`src/rtl/bcd_accumulator.sv`:
```
// Purpose: multi-digit BCD add/subtract accumulator with 7-segment drive for the accumulator and operand banks.
// Latency: done pulses DIGITS+2 cycles after the start cycle (2 for a rejected operand); acc_bcd updates one cycle later.
// Backpressure: none; requests (go edges, clr) arriving while busy are dropped, and busy tells the caller when to retry.
//
// Ports:
//   CLOCK_50, RESET_N  clock and asynchronous active-low reset
//   SW                 operand, digit i at SW[4i+3:4i] (digit 0 least significant)
//   op_sub             0 = add, 1 = subtract, sampled at start
//   go                 level input; a rising edge requests an operation
//   clr                synchronous accumulator clear, honoured in IDLE only
//   acc_bcd, carry     registered total and carry/borrow of the last valid operation
//   err, busy, done    operand-invalid flag, not-idle flag, one-cycle completion pulse
//   HEX_ACC, HEX_OPD   active-low segments (bit 7i+0 = a ... 7i+6 = g) for acc_bcd and SW
module bcd_accumulator #(
    parameter int DIGITS = 2
) (
    input  logic                  CLOCK_50,
    input  logic                  RESET_N,
    input  logic [4*DIGITS-1:0]   SW,
    input  logic                  op_sub,
    input  logic                  go,
    input  logic                  clr,
    output logic [4*DIGITS-1:0]   acc_bcd,
    output logic                  carry,
    output logic                  err,
    output logic                  busy,
    output logic                  done,
    output logic [7*DIGITS-1:0]   HEX_ACC,
    output logic [7*DIGITS-1:0]   HEX_OPD
);

    typedef enum logic [1:0] {
        IDLE  = 2'd0,
        CHECK = 2'd1,
        RUN   = 2'd2,
        FIN   = 2'd3
    } state_t;

    state_t              state;
    logic                go_d;
    logic                start;
    logic [4*DIGITS-1:0] opd_r;
    logic [4*DIGITS-1:0] res_r;
    logic                sub_r;
    logic [3:0]          idx;
    logic                c;

    logic                opd_bad;
    logic [3:0]          dig_a;
    logic [3:0]          dig_b;
    logic [4:0]          dig_sum;
    logic [3:0]          dig_out;
    logic                dig_cout;

    assign start = go & ~go_d;

    // Segment lookup table is written a..g left to right for readability,
    // then bit-reversed so that segment a lands on bit 0.
    function automatic logic [6:0] seg7(input logic [3:0] d);
        logic [6:0] p;
        logic [6:0] r;
        case (d)
            4'd0:    p = 7'b0000001;
            4'd1:    p = 7'b1001111;
            4'd2:    p = 7'b0010010;
            4'd3:    p = 7'b0000110;
            4'd4:    p = 7'b1001100;
            4'd5:    p = 7'b0100100;
            4'd6:    p = 7'b0100000;
            4'd7:    p = 7'b0001111;
            4'd8:    p = 7'b0000000;
            4'd9:    p = 7'b0001100;
            default: p = 7'b1111111;
        endcase
        for (int k = 0; k < 7; k++) begin
            r[k] = p[6-k];
        end
        return r;
    endfunction

    always_comb begin
        HEX_ACC = '0;
        HEX_OPD = '0;
        for (int i = 0; i < DIGITS; i++) begin
            HEX_ACC[7*i +: 7] = seg7(acc_bcd[4*i +: 4]);
            HEX_OPD[7*i +: 7] = seg7(SW[4*i +: 4]);
        end
    end

    always_comb begin
        opd_bad = 1'b0;
        for (int i = 0; i < DIGITS; i++) begin
            if (opd_r[4*i +: 4] > 4'd9) begin
                opd_bad = 1'b1;
            end
        end
    end

    // One digit per cycle. Subtraction is acc + (nines' complement of opd) + 1,
    // the +1 entering as the initial carry loaded in CHECK.
    always_comb begin
        dig_a    = acc_bcd[4*idx +: 4];
        dig_b    = sub_r ? (4'd9 - opd_r[4*idx +: 4]) : opd_r[4*idx +: 4];
        dig_sum  = {1'b0, dig_a} + {1'b0, dig_b} + {4'b0000, c};
        dig_cout = (dig_sum > 5'd9);
        dig_out  = dig_cout ? 4'(dig_sum - 5'd10) : dig_sum[3:0];
    end

    always_ff @(posedge CLOCK_50 or negedge RESET_N) begin
        if (!RESET_N) begin
            state   <= IDLE;
            go_d    <= 1'b1;   // a go level held through reset must not look like an edge
            acc_bcd <= '0;
            carry   <= 1'b0;
            err     <= 1'b0;
            busy    <= 1'b0;
            done    <= 1'b0;
            opd_r   <= '0;
            res_r   <= '0;
            sub_r   <= 1'b0;
            idx     <= '0;
            c       <= 1'b0;
        end else begin
            go_d <= go;
            done <= 1'b0;
            case (state)
                IDLE: begin
                    if (clr) begin
                        acc_bcd <= '0;
                        carry   <= 1'b0;
                        err     <= 1'b0;
                    end else if (start) begin
                        opd_r <= SW;
                        sub_r <= op_sub;
                        busy  <= 1'b1;
                        state <= CHECK;
                    end
                end
                CHECK: begin
                    if (opd_bad) begin
                        err   <= 1'b1;
                        done  <= 1'b1;
                        state <= FIN;
                    end else begin
                        err   <= 1'b0;
                        idx   <= '0;
                        c     <= sub_r;
                        state <= RUN;
                    end
                end
                RUN: begin
                    res_r[4*idx +: 4] <= dig_out;
                    c                 <= dig_cout;
                    if (idx == 4'(DIGITS - 1)) begin
                        done  <= 1'b1;
                        state <= FIN;
                    end else begin
                        idx <= idx + 4'd1;
                    end
                end
                FIN: begin
                    // err still reflects this operation's CHECK result here.
                    if (!err) begin
                        acc_bcd <= res_r;
                        carry   <= sub_r ? ~c : c;
                    end
                    busy  <= 1'b0;
                    state <= IDLE;
                end
                default: state <= IDLE;
            endcase
        end
    end

endmodule

```
`config.mk`:
```
export PLATFORM = sky130hd
export DESIGN_NAME = bcd_accumulator
export DESIGN_NICKNAME = d
export VERILOG_FILES = /design/src/rtl/bcd_accumulator.sv
export SDC_FILE = /design/constraint.sdc
export NUM_CORES = 1
export LEC_CHECK = 0
export BUFFER_PORTS_ARGS = -buffer_cell sky130_fd_sc_hd__buf_4
export CORE_MARGIN = 5
export CORE_UTILIZATION = 35
export CTS_CLUSTER_DIAMETER = 80
export CTS_CLUSTER_SIZE = 30
export DETAILED_ROUTE_END_ITERATION = 6
export SETUP_SLACK_MARGIN = 0.1
export SKIP_LAST_GASP = 1
export SYNTH_ARGS = -nofsm -noshare
export SYNTH_HDL_FRONTEND = slang
export SYNTH_SLANG_ARGS = --single-unit
```
`constraint.sdc`:
```
create_clock -name CLOCK_50 -period 6.4 [get_ports CLOCK_50]
set_clock_uncertainty 0.05 [all_clocks]
set_input_delay 0.96 -clock CLOCK_50 [delete_from_list [all_inputs] [get_ports CLOCK_50]]
set_output_delay 0.96 -clock CLOCK_50 [all_outputs]
set_load 0.03 [all_outputs]
```
# Word level (Yosys, flattened, before mapping)
# Memories as Yosys holds them, arrays and structs flattened.
# Cells that the tools add are included.
# totals
memories,4
elab_cells,84
rom_bits,448
output_inout_bits,40
reg_bits,37
# memory_table
memory,depth,word_bits,read_ports,rd_ports_with_merged_regs,wr,line_no,source
(name not given),16,7,1,0,0,62,case (d)
(name not given),16,7,1,0,0,62,
(name not given),16,7,1,0,0,62,
(name not given),16,7,1,0,0,62,
# op_classes
eq_ne,11
bitwise_logic,4
magnitude_cmp,3
n_reduce_logical,11
mux,29
shifts,4
add_sub_neg,6
# op_table
cell,count
negation 6 -> 34 bit,1
variable shift 4 x 34 -> 8 bit (first input constant),1
variable part select 4 x 34 -> 8 bit,1
two-way mux 4 bit,4
two-way mux 8 bit,2
case mux 8 bit (2 select lines),1
variable part select 8 x 7 -> 4 bit,2
AND reduction 3 bit,5
!= test 2 bit (second input constant),7
two-way mux 1 bit,11
case mux 1 bit (2 select lines),5
bitwise mux 8 bit,1
greater-than comparator 4 bit (second input constant),2
case mux 2 bit (4 select lines),1
case mux 4 bit (2 select lines),1
two-way mux 2 bit,3
nonzero test 2 bit,3
adder 4 x 4 -> 5 bit,1
adder 5 x 1 -> 5 bit,1
greater-than comparator 5 x 4 -> 1 bit (second input constant),1
adder 4 x 1 -> 4 bit (second input constant),1
equality test 2 bit (second input constant),2
equality test 4 x 1 -> 1 bit (second input constant),1
AND reduction 2 bit,2
6 further kinds,8

# Longest topological paths before layout
# Gate-level depths: netlist (run 1).
# depth
depth_word,9
depth_mapped,15
depth_no_buf,14

# Worst setup path before layout (run 1)
# No wires, ideal clock.
# synth_timing
kind,register -> register
from,register idx[0]
to,register res_r[5]
synth_period_minus_slack_ns,3.217
required_time_ns,6.268
path_stages_with_launch,14
path_slack_ns,3.183
arrival_ns,3.085
path_cell_list,dfrtp_1 -> buf_4 -> clkbuf_1 -> nand2_1 -> o21ai_0 -> nand2_1 -> fa_1 -> fa_1 -> xor2_1 -> ha_1 -> o21ai_0 -> and3b_1 -> or3_1 -> a31oi_1
# synth_between
elab_chain_len,9
# synth_rtl
element,line_no,source
start: declaration,45,logic [3:0] idx;
start signal: assignment,158,idx <= idx + 4'd1;
variable part select 8 x 7 -> 4 bit,103,dig_b = sub_r ? (4'd9 - opd_r[4*idx +: 4]) : opd_r[4*idx +: 4];
subtractor 4 bit,103,
two-way mux 4 bit,103,
adder 4 x 4 -> 5 bit,104,"dig_sum = {1'b0, dig_a} + {1'b0, dig_b} + {4'b0000, c};"
adder 5 x 1 -> 5 bit,104,
subtractor 4 bit / greater-than comparator 5 x 4 -> 1 bit (equally long branches),"106, 105",
two-way mux 4 bit,106,dig_out = dig_cout ? 4'(dig_sum - 5'd10) : dig_sum[3:0];
variable part select 4 x 34 -> 8 bit,152,res_r[4*idx +: 4] <= dig_out;
bitwise mux 8 bit *,152,
end signal: indexed assignment,152,
end: declaration,43,logic [4*DIGITS-1:0] res_r;
# Mark *: on every way between the ends. The rest lies on a longest branch, timed or not.
# A chain may end at the register's enable or synchronous reset.

# Worst setup path after layout (run 1)
# Ends and elaborated chain as after synthesis.

==> summary.txt, run 1 <==
outcome: complete, no violations
Layout fillers: 895
Synth top area share: 29.7%
final WL: 6780 um
Die X: 103 um
first-pass GRT wire length: 11600 um
Hold Path Class: register to register
CTS Buf Count: 5
routability cong.: 0.882
max cap viols: 0
Antenna Cells: 0
Max Fclk: 269 MHz
initial core utilization: 35.3%
die height: 103 um
hold_ws: 0.459 ns
Post-Syn Area per Cell: 8.21 um2
number of synthesized flops with an enable pin: 0
Finished Layout Cells: 522
DR pass1 iterations: 4
Post-synth ARST share: 100%
drt wl/cell: 13.0 um
share of cells above drive strength 1: 20.0%
CP startpoint kind: register
initial DRC count: 140
largest net degree at the start of global routing: 38
synth unique cells: 50
reg-to-reg endpoint: res_r[5]$_DFFE_PN0P_
synthesized cell area: 3040 um2
final setup vio count: 0
pwr dens: 541 nW/um2
root buf cell: clkbuf_8
worst setup path startpoint: idx[0]$_DFFE_PN0P_
reg-to-reg startpoint: idx[0]$_DFFE_PN0P_
core area: 8590 um2
worst r2r path cells: 13
CTS max path bufs: 2
design area: 3610 um2
Hold Path Depth: 2
latest clock arrival within the worst-skew pair: 0.29 ns
Antenna Nets Post-Route: 0
area grow syn2layout: 18.8%
Leak: 1.70 nW
IO Count: 53
flop2flop setup slack: 2.68 ns
initial antenna violation count: 0
Crit Path Category: register to register
Crit Path Max Fanout: 19
Crit path arrival time: 3.87 ns
sequential area share after synthesis: 30.5%
hold_buf cts: 0
GRT Total Usage: 13.3%
via/cell ratio: 5.05
post-route setup TNS: 0 ns
Inst Count DP: 514
YS warnings: 0
Synth Flop Type: dfrtp_1
Rows: 34
min Tclk post-route: 3.72 ns
crit end category: register
# port buffers: 52
Seq cells post-synth: 37
cell count after synthesis: 370
Post-CTS Setup Inserts: 0
Max IR drop VDD: 0.173 mV
leading area contributor after synthesis: dfrtp_1
hpwl dp: 5220 um
Reg clk slew, reported paths: 0.07 ns
worst-margin pin slew: 1.08 ns
RSZ-0062 raised after global routing: no
CTS tree: yes
Die ar.: 10600 um2
H-tree depth: 2
Layout Nets: 462
# clock sinks: 37
vias in the first global route: 2550
Final Core Density: 42.0%
# resized after CTS: 0
DRC viols: 0
grt ovf: 0
top area cells in the synthesized netlist: dfrtp_1 30%, ha_1 14%, a21oi_1 6.8%
Slew HR: 27.8%
Area after DPL: 3490 um2
final slew viol count: 0
Post-Syn Nets: 419
period utilisation layout: 58.1%
final hold violation count: 0
Setup crit end: res_r[5]$_DFFE_PN0P_
vias: 2635
WP data required: 6.55 ns
cell usage in the layout (no fill, tap or decap), types with 2 or more instances in the layout:
cell	Yosys	final
and3_1	4	4
clkbuf_8	0	6
mux2_4	4	4
o31ai_1	2	2
nor2b_1	7	7
a21o_1	2	2
buf_4	1	52
and2_1	3	3
a31oi_1	9	9
nor3_1	2	2
xor2_1	2	2
nand4b_1	2	2
inv_1	24	24
nor4b_1	2	2
fa_1	2	2
xnor2_1	3	3
nand3_1	4	4
mux2_2	11	11
nand3b_1	2	2
or2_2	2	2
mux2i_1	5	5
dfrtp_1	36	36
o21ai_0	30	30
nor2_1	45	45
ha_1	34	34
nand2b_1	12	12
nand2_1	43	43
a21oi_1	41	41
per-stage QoR:
step	setup slack (ns)	total power, mW
final	2.68	1.95
after global routing	2.44	2.13
after CTS	2.66	1.97
after detailed placement	2.74	1.75
after global placement	2.85	1.72
after floorplan	3.18	1.41
critical path, cell delays in order, from the launching register on:
cell and delay, ns:
dfrtp_1 0.79, mux2_2 0.40, and2_1 0.16, inv_1 0.10
ha_1 0.24, nand2_1 0.06, o21ai_0 0.08, ha_1 0.35
xor2_1 0.29, ha_1 0.25, o21ai_0 0.13, and3b_1 0.22
or3_1 0.33, a31oi_1 0.20
logic make-up (layout without fill, tap and decap cells):
logic type	count (synthesis)	count (layout)	share of synthesized area (%)
AO/OA/AOI/OAI	95	95	17.3
multiplexers	20	20	7.71
adder cells (fa/ha/maj)	36	36	15.3
buffers and inverters	40	84	5.32
AND/OR/NAND/NOR	137	137	22.4
flip-flops	37	37	30.5
XOR/XNOR	5	5	1.44
worst min-delay path by stage:
stage | to | start | slack (ns)
floorplan | res_r[4]$_DFFE_PN0P_ | res_r[4]$_DFFE_PN0P_ | 0.40
global placement | res_r[4]$_DFFE_PN0P_ | res_r[4]$_DFFE_PN0P_ | 0.43
CTS | res_r[4]$_DFFE_PN0P_ | res_r[4]$_DFFE_PN0P_ | 0.46
finish | res_r[4]$_DFFE_PN0P_ | res_r[4]$_DFFE_PN0P_ | 0.46
global route | res_r[0]$_DFFE_PN0P_ | res_r[0]$_DFFE_PN0P_ | 0.50
detailed placement | res_r[4]$_DFFE_PN0P_ | res_r[4]$_DFFE_PN0P_ | 0.44
metal layers:
metal | share of wire, % | global-route usage, % | wire length (um) | up-vias
li1 | - | - | - | 1352
met1 | 48 | 17.4 | 3260 | 1213
met2 | 45 | 22.5 | 3030 | 64
met3 | 6.6 | 3.18 | 445 | 6
met4 | 0.72 | 2.49 | 49 | 0
met5 | 0 | 0 | 0 | -
final cells by class:
class                           instances  area, um2  share of cell area (%)
Multi-Input combinational cell        293       1950                    54.0
Sequential cell                        37        927                    25.7
Timing Repair Buffer                   52        390                    10.8
Tap cell                              108        135                    3.75
Inverter                               24       90.1                    2.50
Clock buffer                            7       86.3                    2.39
Clock inverter                          1       30.0                   0.832
sequential cells by signal, indices dropped and copies added, names as in the netlist:
register / cells
sub_r: 1
opd_r: 8
done: 1
res_r: 8
go_d: 1
carry: 1
idx: 4
c: 1
err: 1
state: 2
acc_bcd: 8
busy: 1
cell usage after synthesis (2+ instances only):
| cell | instances |
|---|---|
| nand3b_1 | 2 |
| fa_1 | 2 |
| mux2_2 | 11 |
| ha_1 | 34 |
| a31oi_1 | 9 |
| and3_1 | 4 |
| xnor2_1 | 3 |
| nor3_1 | 2 |
| o31ai_1 | 2 |
| mux2_4 | 4 |
| nand2_1 | 43 |
| clkbuf_1 | 14 |
| or2_2 | 2 |
| dfrtp_1 | 36 |
| and2_1 | 3 |
| nand3_1 | 4 |
| nand2b_1 | 12 |
| nor2b_1 | 7 |
| nor2_1 | 45 |
| inv_1 | 24 |
| nor4b_1 | 2 |
| a21oi_1 | 41 |
| nand4b_1 | 2 |
| o21ai_0 | 30 |
| xor2_1 | 2 |
| mux2i_1 | 5 |
| a21o_1 | 2 |
report_power, final:
| part | total, mW | leakage, nW | internal [mW] | switching (mW) |
|---|---|---|---|---|
| logic | 1.31 | 1.16 | 0.559 | 0.750 |
| registers | 0.434 | 0.477 | 0.323 | 0.111 |
| clock network | 0.209 | 0.0585 | 0.127 | 0.0823 |
| total | 1.95 | 1.70 | 1.01 | 0.943 |
No activity file was read; power rests on OpenSTA's default activity.
==> run 2, diff against run 1 <==
Clock period 6.4 ns to 3.5 ns, I/O delays scaled along.
==> summary.txt, run 2 (synthesis results as in run 1) <==
Crit path arrival time: 3.39 ns (-0.48 ns)
slowest stage cell, crit path: dfrtp_1
H-tree depth: 2 (unchanged)
drt wl/cell: 12.9 um (-0.60%)
grt ovf: 0 (unchanged)
final hold violation count: 0 (unchanged)
outcome: complete, no violations
worst path buffer plus inverter count: 0 (-1)
min Tclk post-route: 3.23 ns (-0.492 ns)
GRT Total Usage: 13.4% (+0.14 points)
DRC viols: 0 (unchanged)
Reg clk slew, reported paths: 0.08 ns (about the same)
core area: 8590 um2 (unchanged)
final WL: 6780 um (about the same)
Psw: 1.76 mW (+86%)
Leak: 1.70 nW (+0.11%)
Crit Path Max Fanout: 7 (-12)
via/cell ratio: 5.02 (-0.50%)
first-pass GRT wire length: 11700 um (+0.59%)
Crit path max-delay family: adder cells
flop2flop setup slack: 0.27 ns (-2.41 ns)
period utilisation layout: 92.3% (+34 points)
hold_ws: 0.140 ns (-0.319 ns)
latest clock arrival within the worst-skew pair: 0.29 ns (about the same)
Hold Path Class: input pin to asynchronous set/reset pin
# port buffers: 52 (unchanged)
initial antenna violation count: 0 (unchanged)
root buf cell: clkbuf_8
Pint: 1.79 mW (+77%)
Antenna Nets Post-Route: 0 (unchanged)
reg-to-reg startpoint: idx[1]$_DFFE_PN0P_
Inst Count DP: 517 (+0.58%)
CTS Buf Count: 5 (unchanged)
hpwl dp: 5270 um (+1.0%)
crit-path max cell delay: 0.45 ns (-0.34 ns)
# clock sinks: 37 (unchanged)
reg-to-reg endpoint: res_r[5]$_DFFE_PN0P_
initial core utilization: 35.3% (unchanged)
Finished Layout Cells: 525 (+0.57%)
Logic pwr share: 70.1% (+3.1 points)
worst-margin pin slew: 0.707 ns (-0.371 ns)
largest net degree at the start of global routing: 38 (unchanged)
crit end category: register
Layout Nets: 465 (+0.65%)
Crit Path Category: register to register
Final Core Density: 42.0% (about the same)
routability cong.: 0.891 (+1.1%)
post-route setup TNS: 0 ns (unchanged)
die height: 103 um (unchanged)
initial DRC count: 136 (-2.9%)
worst r2r path cells: 11 (-2)
hold_buf cts: 0 (unchanged)
CTS tree: yes
overall power: 3.55 mW (+82%)
Die ar.: 10600 um2 (unchanged)
power share of the sequential group: 21.5% (-0.8 points)
Slew HR: 52.5% (+25 points)
crit-path cells: or2_4, nor2_1, xnor2_1, fa_1, fa_1, xor2_2, ha_1, o21ai_0, and3b_1, or3_1, a31oi_1
sw frac: 49.5% (+1.2 points)
Antenna Cells: 0 (unchanged)
Max IR drop VDD: 0.363 mV (+110%)
Clock power frac: 8.4% (-2.3 points)
final setup vio count: 0 (unchanged)
pwr dens: 983 nW/um2 (+82%)
Die X: 103 um (unchanged)
DR pass1 iterations: 4 (unchanged)
RSZ-0062 raised after global routing: no
WP data required: 3.66 ns (-2.89 ns)
IO Count: 53 (unchanged)
CP startpoint kind: register
Rows: 34 (unchanged)
CTS max path bufs: 2 (unchanged)
max cap viols: 0 (unchanged)
area grow syn2layout: 18.7% (about the same)
Max Fclk: 310 MHz (+15%)
final slew viol count: 0 (unchanged)
Largest regs: acc_bcd (8), opd_r (8), res_r (8)
vias in the first global route: 2488 (-2.4%)
most frequent cells in the layout: 54 x buf_4, 45 x nor2_1, 43 x nand2_1
share of cells above drive strength 1: 20.6% (+0.58 points)
most common cell after layout, fill and taps aside: buf_4
most used cell, CP: fa_1
vias: 2637 (+0.076%)
## run 2: worst max-delay path by stage
stage / startpoint / to / slack, ns / cells after the start
floorplan: idx[0]$_DFFE_PN0P_ / res_r[5]$_DFFE_PN0P_ / 0.28 / 13
global placement: idx[0]$_DFFE_PN0P_ / res_r[5]$_DFFE_PN0P_ / 0.33 / 13
detailed placement: idx[0]$_DFFE_PN0P_ / res_r[5]$_DFFE_PN0P_ / 0.20 / 13
CTS: idx[0]$_DFFE_PN0P_ / res_r[5]$_DFFE_PN0P_ / 0.19 / 13
global route: idx[1]$_DFFE_PN0P_ / res_r[1]$_DFFE_PN0P_ / 0.11 / 11
finish: idx[1]$_DFFE_PN0P_ / res_r[5]$_DFFE_PN0P_ / 0.27 / 11
## run 2: power by group through the flow
| stage | clock network (mW) | logic (mW) | registers [mW] |
|---|---|---|---|
| 2_1_floorplan | 0 | 1.80 | 0.783 |
| 3_3_place_gp | 0 | 2.41 | 0.768 |
| 3_5_place_dp | 0 | 2.46 | 0.775 |
| 4_1_cts | 0.306 | 2.47 | 0.765 |
| 5_1_grt | 0.322 | 2.75 | 0.795 |
| 6_report | 0.300 | 2.48 | 0.762 |
## run 2: area by class of cell
cell class | count | area (um2)
sequential | 37 | 927
tap | 108 | 135
clock inverter | 1 | 5.00
clock buffer | 7 | 76.3
multi-input combinational | 293 | 1960
inverter | 24 | 90.1
timing repair buffer | 55 | 417
fill | 870 | 4990
## run 2: metrics by stage
step           instance area [um2]  setup slack, ns
2_1_floorplan                 3040            0.283
3_3_place_gp                  3510            0.330
3_5_place_dp                  3510            0.204
4_1_cts                       3590            0.187
5_1_grt                       3610            0.109
6_report                      3610            0.271
## run 2: worst reg2reg max path: stages (launching register included)
cell     delay [ns]
dfrtp_1        0.45
or2_4          0.29
nor2_1         0.15
xnor2_1        0.09
fa_1           0.40
fa_1           0.44
xor2_2         0.25
ha_1           0.23
o21ai_0        0.11
and3b_1        0.21
or3_1          0.33
a31oi_1        0.17
## run 2: metal layers
layer | vias to the layer above | track usage, % | routed length (um)
li1 | 1354 | - | -
met1 | 1213 | 18.0 | 3310
met2 | 62 | 22.7 | 3000
met3 | 8 | 2.17 | 390
met4 | 0 | 3.29 | 85
met5 | - | 0 | 0
## run 2: repair_timing
| item | 4_1_cts | 5_1_grt |
|---|---|---|
| endpoints found under the setup margin | 0 | 5 |
| resized for setup | 0 | 3 |
| setup buffers | 0 | 0 |
